File: config.mk
export PLATFORM = sky130hd
export DESIGN_NAME = fnd_scan_ctrl
export DESIGN_NICKNAME = d
export VERILOG_FILES = /design/src/rtl/fnd_scan_ctrl.sv
export SDC_FILE = /design/constraint.sdc
export NUM_CORES = 1
export LEC_CHECK = 0
export ABC_CLOCK_PERIOD_IN_PS = 1770
export BUFFER_PORTS_ARGS = -buffer_cell sky130_fd_sc_hd__buf_2
export CORE_MARGIN = 2
export CORE_UTILIZATION = 48
export DETAILED_ROUTE_END_ITERATION = 8
export PLACE_DENSITY = 0.78
export SYNTH_ARGS = -nofsm -noshare
export SYNTH_HDL_FRONTEND = slang
export SYNTH_SLANG_ARGS = --single-unit
export TNS_END_PERCENT = 100
File: constraint.sdc
create_clock -name i_clk -period 1.77 [get_ports i_clk]
set_input_delay 0.0885 -clock i_clk [delete_from_list [all_inputs] [get_ports i_clk]]
set_output_delay 0.0885 -clock i_clk [all_outputs]
set_load 0.1 [all_outputs]
File: src/rtl/fnd_scan_ctrl.sv
// Four-digit multiplexed display controller: captures a 14-bit binary value,
// converts it to BCD by serial double-dabble and scans the digits out one per slot.
module fnd_scan_ctrl #(
  parameter int unsigned SCAN_DIV = 100000
) (
  input  logic        i_clk,
  input  logic        i_rst_n,
  input  logic [13:0] i_value,
  input  logic        i_load,
  input  logic        i_blank_en,
  output logic [3:0]  o_bcd,
  output logic [3:0]  o_com,
  output logic        o_busy,
  output logic        o_done
);

  localparam int unsigned DIV_W = $clog2(SCAN_DIV);

  typedef enum logic [1:0] {
    S_IDLE = 2'd0,
    S_CONV = 2'd1,
    S_DONE = 2'd2
  } state_t;

  state_t             state_q,   state_d;
  logic [3:0]         bit_cnt_q, bit_cnt_d;
  logic [13:0]        shift_q,   shift_d;
  logic [15:0]        bcd_q,     bcd_d;
  logic [15:0]        disp_q,    disp_d;
  logic [DIV_W-1:0]   div_q,     div_d;
  logic [1:0]         idx_q,     idx_d;
  logic [3:0]         bcd_out_q, bcd_out_d;
  logic [3:0]         com_q,     com_d;
  logic               busy_q,    busy_d;
  logic               done_q,    done_d;
  logic [15:0]        bcd_adj_s;
  logic [15:0]        bcd_next_s;
  logic [3:0]         digit_s;
  logic               blank_s;

  function automatic logic [3:0] add3(input logic [3:0] d);
    logic [3:0] r;
    if (d >= 4'd5) begin
      r = d + 4'd3;
    end else begin
      r = d;
    end
    return r;
  endfunction

  // Conversion FSM: next state, working registers and the display latch.
  always_comb begin
    state_d    = state_q;
    bit_cnt_d  = bit_cnt_q;
    shift_d    = shift_q;
    bcd_d      = bcd_q;
    disp_d     = disp_q;
    bcd_adj_s  = {add3(bcd_q[15:12]), add3(bcd_q[11:8]), add3(bcd_q[7:4]), add3(bcd_q[3:0])};
    bcd_next_s = {bcd_adj_s[14:0], shift_q[13]};
    case (state_q)
      S_IDLE: begin
        if (i_load) begin
          shift_d   = (i_value > 14'd9999) ? 14'd9999 : i_value;
          bcd_d     = 16'd0;
          bit_cnt_d = 4'd0;
          state_d   = S_CONV;
        end else begin
          state_d   = S_IDLE;
        end
      end
      S_CONV: begin
        bcd_d     = bcd_next_s;
        shift_d   = {shift_q[12:0], 1'b0};
        bit_cnt_d = bit_cnt_q + 4'd1;
        // The final shift result goes straight to the display so it lands with DONE.
        if (bit_cnt_q == 4'd13) begin
          disp_d  = bcd_next_s;
          state_d = S_DONE;
        end else begin
          state_d = S_CONV;
        end
      end
      S_DONE:  state_d = S_IDLE;
      default: state_d = S_IDLE;
    endcase
    busy_d = (state_d != S_IDLE);
    done_d = (state_d == S_DONE);
  end

  // Scan divider, slot index and the registered digit/common outputs.
  always_comb begin
    if (div_q == DIV_W'(SCAN_DIV - 1)) begin
      div_d = '0;
      idx_d = idx_q + 2'd1;
    end else begin
      div_d = div_q + DIV_W'(1);
      idx_d = idx_q;
    end
    digit_s = disp_d[{idx_d, 2'b00} +: 4];
    case (idx_d)
      2'd1:    blank_s = i_blank_en && (disp_d[15:4]  == 12'd0);
      2'd2:    blank_s = i_blank_en && (disp_d[15:8]  == 8'd0);
      2'd3:    blank_s = i_blank_en && (disp_d[15:12] == 4'd0);
      default: blank_s = 1'b0;
    endcase
    if (blank_s) begin
      com_d     = 4'b1111;
      bcd_out_d = 4'd0;
    end else begin
      com_d     = ~(4'b0001 << idx_d);
      bcd_out_d = digit_s;
    end
  end

  // State register with synchronous active-low reset.
  always_ff @(posedge i_clk) begin
    if (!i_rst_n) begin
      state_q   <= S_IDLE;
      bit_cnt_q <= 4'd0;
      shift_q   <= 14'd0;
      bcd_q     <= 16'd0;
      disp_q    <= 16'd0;
      div_q     <= '0;
      idx_q     <= 2'd0;
      bcd_out_q <= 4'd0;
      com_q     <= 4'b1111;
      busy_q    <= 1'b0;
      done_q    <= 1'b0;
    end else begin
      state_q   <= state_d;
      bit_cnt_q <= bit_cnt_d;
      shift_q   <= shift_d;
      bcd_q     <= bcd_d;
      disp_q    <= disp_d;
      div_q     <= div_d;
      idx_q     <= idx_d;
      bcd_out_q <= bcd_out_d;
      com_q     <= com_d;
      busy_q    <= busy_d;
      done_q    <= done_d;
    end
  end

  assign o_bcd  = bcd_out_q;
  assign o_com  = com_q;
  assign o_busy = busy_q;
  assign o_done = done_q;

endmodule

### Word level (Yosys, flattened, before mapping)

Cells that the tools add are included.

* bits in registers: 81
* input bits: 18
* output and inout bits: 10
* logic and storage cells: 65

* add/subtract/negate cells: 7
* magnitude comparators: 5
* eq/ne operators: 8
* shift-type cells: 2
* muxes and demuxes: 18
* bitwise gates (word level): 2
* reduce and logical (&&, ||, !) cells: 12

Operators with widths (number)
* $mux W16: 3
* $pmux W16 S2: 1
* $mux W14: 2
* $pmux W14 S2: 1
* $add A17 B1 Y17 const B: 1
* $eq A17 B17 Y1 const B: 1
* $ge A4 B3 Y1 const B: 4
* $mux W4: 4
* $shiftx A16 B5 Y4: 1
* $gt A14 B14 Y1 const B: 1
* $add A4 B2 Y4 const B: 3
* $logic_not A12 Y1: 1
* $logic_not A8 Y1: 1
* $pmux W4 S2: 1
* $eq A2 B2 Y1 const B: 3
* $add A4 B1 Y4 const B: 1
* $eq A2 B1 Y1 const B: 2
* $eq A4 B4 Y1 const B: 1
* $logic_not A4 Y1: 1
* $mux W2: 2
* $not A4 Y4: 1
* $pmux W2 S2: 1
* $reduce_bool A2 Y1: 2
* $reduce_or A2 Y1: 2
* other kinds (11): 13

### Logic depth before layout (Yosys ltp)

* depth after elaboration: 8
* depth in mapped cells: 9
* depth with buffers taken out: 8

### Worst setup path before layout

OpenSTA, ideal clock, no wires.

* path type: register to register
* start point: reg div_q[0]
* end point: reg bcd_out_q[3] (netlist: o_bcd[3])
* setup time: 115 ps
* arrival time: 1751 ps
* data required time: 1655 ps
* path slack: -96 ps
* cell stages (with the launch flop): 10
* buffers on the path: 2
* clock period less this slack: 1866 ps
* cell sequence: dfxtp_1 > ha_1 > and4_4 > and4b_1 > buf_6 > and2_4 > buf_6 > a221oi_1 > nor2_1 > o21a_1

* cells in the longest elaborated chain, start to end: 5
* elaborated cells on any way between the ends: 8
* classes of those cells: 4 x eq/ne; 1 x shift; 2 x mux; 1 x reduce/logical

RTL lines
* start: declaration: RTL line 30 `logic [DIV_W-1:0] div_q, div_d;`
* start signal: assignment: RTL line 135 `div_q <= div_d;`
* $eq A17 B17 Y1 *: RTL line 92 `if (div_q == DIV_W'(SCAN_DIV - 1)) begin`
* $mux W2 *: RTL line 92
* $eq A2 B2 Y1 / $eq A2 B1 Y1 (equally long branches): RTL line 100 `case (idx_d)`
* $pmux W1 S3: RTL line 100
* $reduce_or A2 Y1 (no line)
* end signal: assignment: RTL line 137 `bcd_out_q <= bcd_out_d;`
* end: declaration: RTL line 32 `logic [3:0] bcd_out_q, bcd_out_d;`

Every way passes the cells marked *; elsewhere a longest branch is shown, timed or not.
A chain may end at the register's enable or synchronous reset.

### Final worst setup path

* start point: reg bcd_q[13]
* end point: reg bcd_out_q[2] (netlist: o_bcd[2])

* cells in the longest elaborated chain, start to end: 8
* elaborated cells on any way between the ends: 14
* classes of those cells: 1 x add/sub; 1 x order compare; 1 x shift; 4 x mux; 7 x reduce/logical

RTL lines
* start: declaration: RTL line 28 `logic [15:0] bcd_q, bcd_d;`
* start signal: assignment: RTL line 121 `bcd_q <= 16'd0;`
* start signal: assignment: RTL line 133 `bcd_q <= bcd_d;`
* $ge A4 B3 Y1 / $add A3 B2 Y3 (equally long branches): RTL line 43, 44
* $mux W3 *: RTL line 43 `if (d >= 4'd5) begin`
* $mux W16 *: RTL line 76 `if (bit_cnt_q == 4'd13) begin`
* $mux W16 *: RTL line 60 `case (state_q)`
* $logic_not A12 Y1 (tied with other cells): RTL line 101 `2'd1: blank_s = i_blank_en && (disp_d[15:4] == 12'd0);`
* $logic_and A1 B1 Y1, on equally long branches: RTL line 101, 102, 103
* $pmux W1 S3: RTL line 100
* $reduce_or A2 Y1 (no line)

Marked as above.

==> results.yml <==
clock_tree:
  clkSinkCount: 81
  clock-root-buffer: "clkbuf_8"
  numCtsBuffers: 9
  clockBufferDepth: 2
  cts_tree: "built"
  holdBufCountCts: 0
  htreeDepth: 3
  clkSlewWorstSetupHoldPaths_ns: 0.08
  insertion_delay_ns: 0.35
synth:
  ys_seq_area_share_pct: 41.7
  yosys-top-cells-area: "dfxtp_1 42%, nor2b_1 5.0%, ha_1 3.5%"
  ys_ff_latch: 81
  syn_area_per_cell_um2: 9.03
  synth_edf_count: 0
  synthCells: 431
  synthFlopType: "dfxtp_1"
  yosysTopAreaCell: "dfxtp_1"
  synth_nets: 460
  yosysTopAreaCellShare_pct: 41.7
  synth-warning-count: 0
  syn_area_um2: 3890
  synthArstFlopShare_pct: 0
  ys_types: 56
global_route:
  grt_use_met2_pct: 40.1
  grt_util_met3_pct: 4.65
  grt_usage_pct: 22.8
  grt_pass1_wl_um: 16000
  grt_pass1_vias: 3521
  overflow: 0
  grt_max_degree: 34
  antenna_found_initial: 0
  met1_usage_pct: 27.0
  busiest_layer: "met2"
floorplan:
  rows: 32
  core_um2: 7810
  initial_core_util_pct: 49.9
  io-pin-count: 28
  die_w_um: 94.1
  die_y_um: 94.1
  dieArea_um2: 8850
run:
  max_cap_violations: 0
finish:
  diodes: 0
  drive_gt1_share_pct: 35.2
  areaGrowthSynthToFinish_pct: 32.0
  mostFrequentLayoutCell: "dfxtp_1"
  nets: 551
  fin_util_pct: 65.8
  final_cells: 628
  final_cell_mix: "73 x dfxtp_1, 72 x buf_4, 33 x nand2_1"
timing:
  clock_skew_ns: 0.0105
  fin_crit_sh_pct: 106
  setup_ws_ns: -0.101
  max_slew_margin_pct: 67.8
  fmax_mhz: 534
  rsz0062_at_grt: "true"
  hold_violations: 0
  tns_ns: -0.333
  maxSlewViolCount: 0
  final.min_clock_period_ns: 1.87
  tightestPinTransition_ns: 0.487
  setup_viol_count_final: 6
critical_path:
  setup.worst_path.class: "register to register"
  startpoint_type: "register"
  required_ns: 2.02
  worstSetupEndpointType: "register"
  crit_arrival_ns: 2.12
  cp_max_fo: 3
detailed_routing:
  wl_um: 9730
  remaining_drc_errors: 0
  dr.pass1.iters: 8
  num_vias: 3525
  wl_per_cell_um: 15.5
  final_antenna_net_count: 0
  avgViaCountPerCell: 5.61
  drt_first_iter_violations: 213
outcome:
  violations: "setup timing"
  status: "finished with violations"
placement:
  place.gp.congestion: 0.892
  port_buffers: 27
  post-place-ws_ns: -0.177
  dp_cells: 606
  dp.final_hpwl_um: 6660
hold_path:
  min_path_type: "input pin to register"
power_and_ir_drop:
  p_leak_nw: 1.98
  power_density_nw_per_um2: 674
  ir_drop_uv: 455
registers in the layout, summed over array words and instances (netlist names):
signal     count
o_busy         1
o_com          4
state_q        2
bcd_q         16
o_done         1
shift_q       14
disp_q        16
bit_cnt_q      4
idx_q          2
div_q         17
o_bcd          4
kinds of logic (layout without fill, tap and decap cells):
| family | count (synthesis) | in the layout | synth area share, % |
|---|---|---|---|
| AND/OR/NAND/NOR | 176 | 176 | 24.4 |
| AO/OA/AOI/OAI | 95 | 95 | 17.9 |
| flip-flops | 81 | 81 | 41.7 |
| buffers and inverters | 35 | 130 | 3.99 |
| XOR/XNOR | 19 | 19 | 4.28 |
| multiplexers | 14 | 14 | 4.28 |
| adder cells (fa/ha/maj) | 11 | 11 | 3.54 |
stage by stage:
stage	hold WS (ns)	total power (W)	instance area, um2
finish	0.0283	0.00346	5140
global route	0.0461	0.00358	5140
CTS	0.0194	0.00346	5000
detailed placement	0.377	0.00220	4650
global placement	0.365	0.00219	4650
floorplan	0.262	0.00209	3960
worst max-delay path: stages (launching register included):
cell	delay [ns]
dfxtp_2	0.36
inv_4	0.05
ha_4	0.15
nand2b_4	0.14
a21oi_4	0.20
mux2i_2	0.13
mux4_2	0.48
nor2_1	0.09
and4b_1	0.19
synth_stat cells (2+ instances only):
| library cell | number |
|---|---|
| a211oi_1 | 2 |
| a21boi_0 | 13 |
| a21o_1 | 3 |
| a21oi_1 | 12 |
| a21oi_2 | 2 |
| a221oi_1 | 4 |
| a222oi_1 | 6 |
| a22oi_1 | 10 |
| and2_1 | 11 |
| and3_1 | 8 |
| and4b_1 | 2 |
| buf_2 | 4 |
| buf_6 | 2 |
| clkbuf_1 | 16 |
| dfxtp_1 | 81 |
| ha_1 | 11 |
| inv_1 | 12 |
| mux2i_1 | 11 |
| mux4_2 | 2 |
| nand2_1 | 34 |
| nand2b_1 | 7 |
| nand3_1 | 16 |
| nand4_1 | 5 |
| nor2_1 | 31 |
| nor2_2 | 2 |
| nor2b_1 | 31 |
| nor3_1 | 11 |
| nor3b_1 | 4 |
| nor4_1 | 3 |
| o21a_1 | 4 |
| o21ai_0 | 20 |
| o221ai_1 | 7 |
| o22ai_1 | 2 |
| or3_1 | 2 |
| or3b_2 | 2 |
| xnor2_1 | 11 |
| xor2_1 | 8 |
metal layers:
metal  vias up  routed length (um)
met5         -                   0
met4         0                 180
met3        15                 386
met2        81                5150
met1      1709                4020
li1       1720                   -
where the power goes:
part / internal, W / total [W] / leakage (nW) / switching (W)
Combinational: 0.000126 / 0.000297 / 1.23 / 0.000171
Clock: 0.000639 / 0.00128 / 0.0929 / 0.000639
Sequential: 0.00186 / 0.00189 / 0.660 / 0.0000266
path summary, 6_finish.rpt:
kind / start / end / slack (ns) / depth (start not counted)
max: bcd_q[13] / o_bcd[2] / -0.10 / 8
min: i_value[4] / shift_q[4] / 0.03 / 3
max reg2reg: bcd_q[13] / o_bcd[2] / -0.10 / 8
min reg2reg: shift_q[2] / shift_q[2] / 0.47 / 2
repair_timing:
item,in CTS,in global routing
gates resized for setup,36,27
buffers inserted,4,2
endpoints found under the setup margin,10,12
cloned,0,1
pin swaps,11,8
area by class of cell:
class	instances	area (um2)
fillers	609	2670
multi-input cells	315	2430
flip-flops and latches	81	1630
repair buffers	103	723
clock buffers	11	131
well taps	102	128
inverters	12	47.5
clock inverters	4	45.0
No activity file was read; power rests on OpenSTA's default activity.
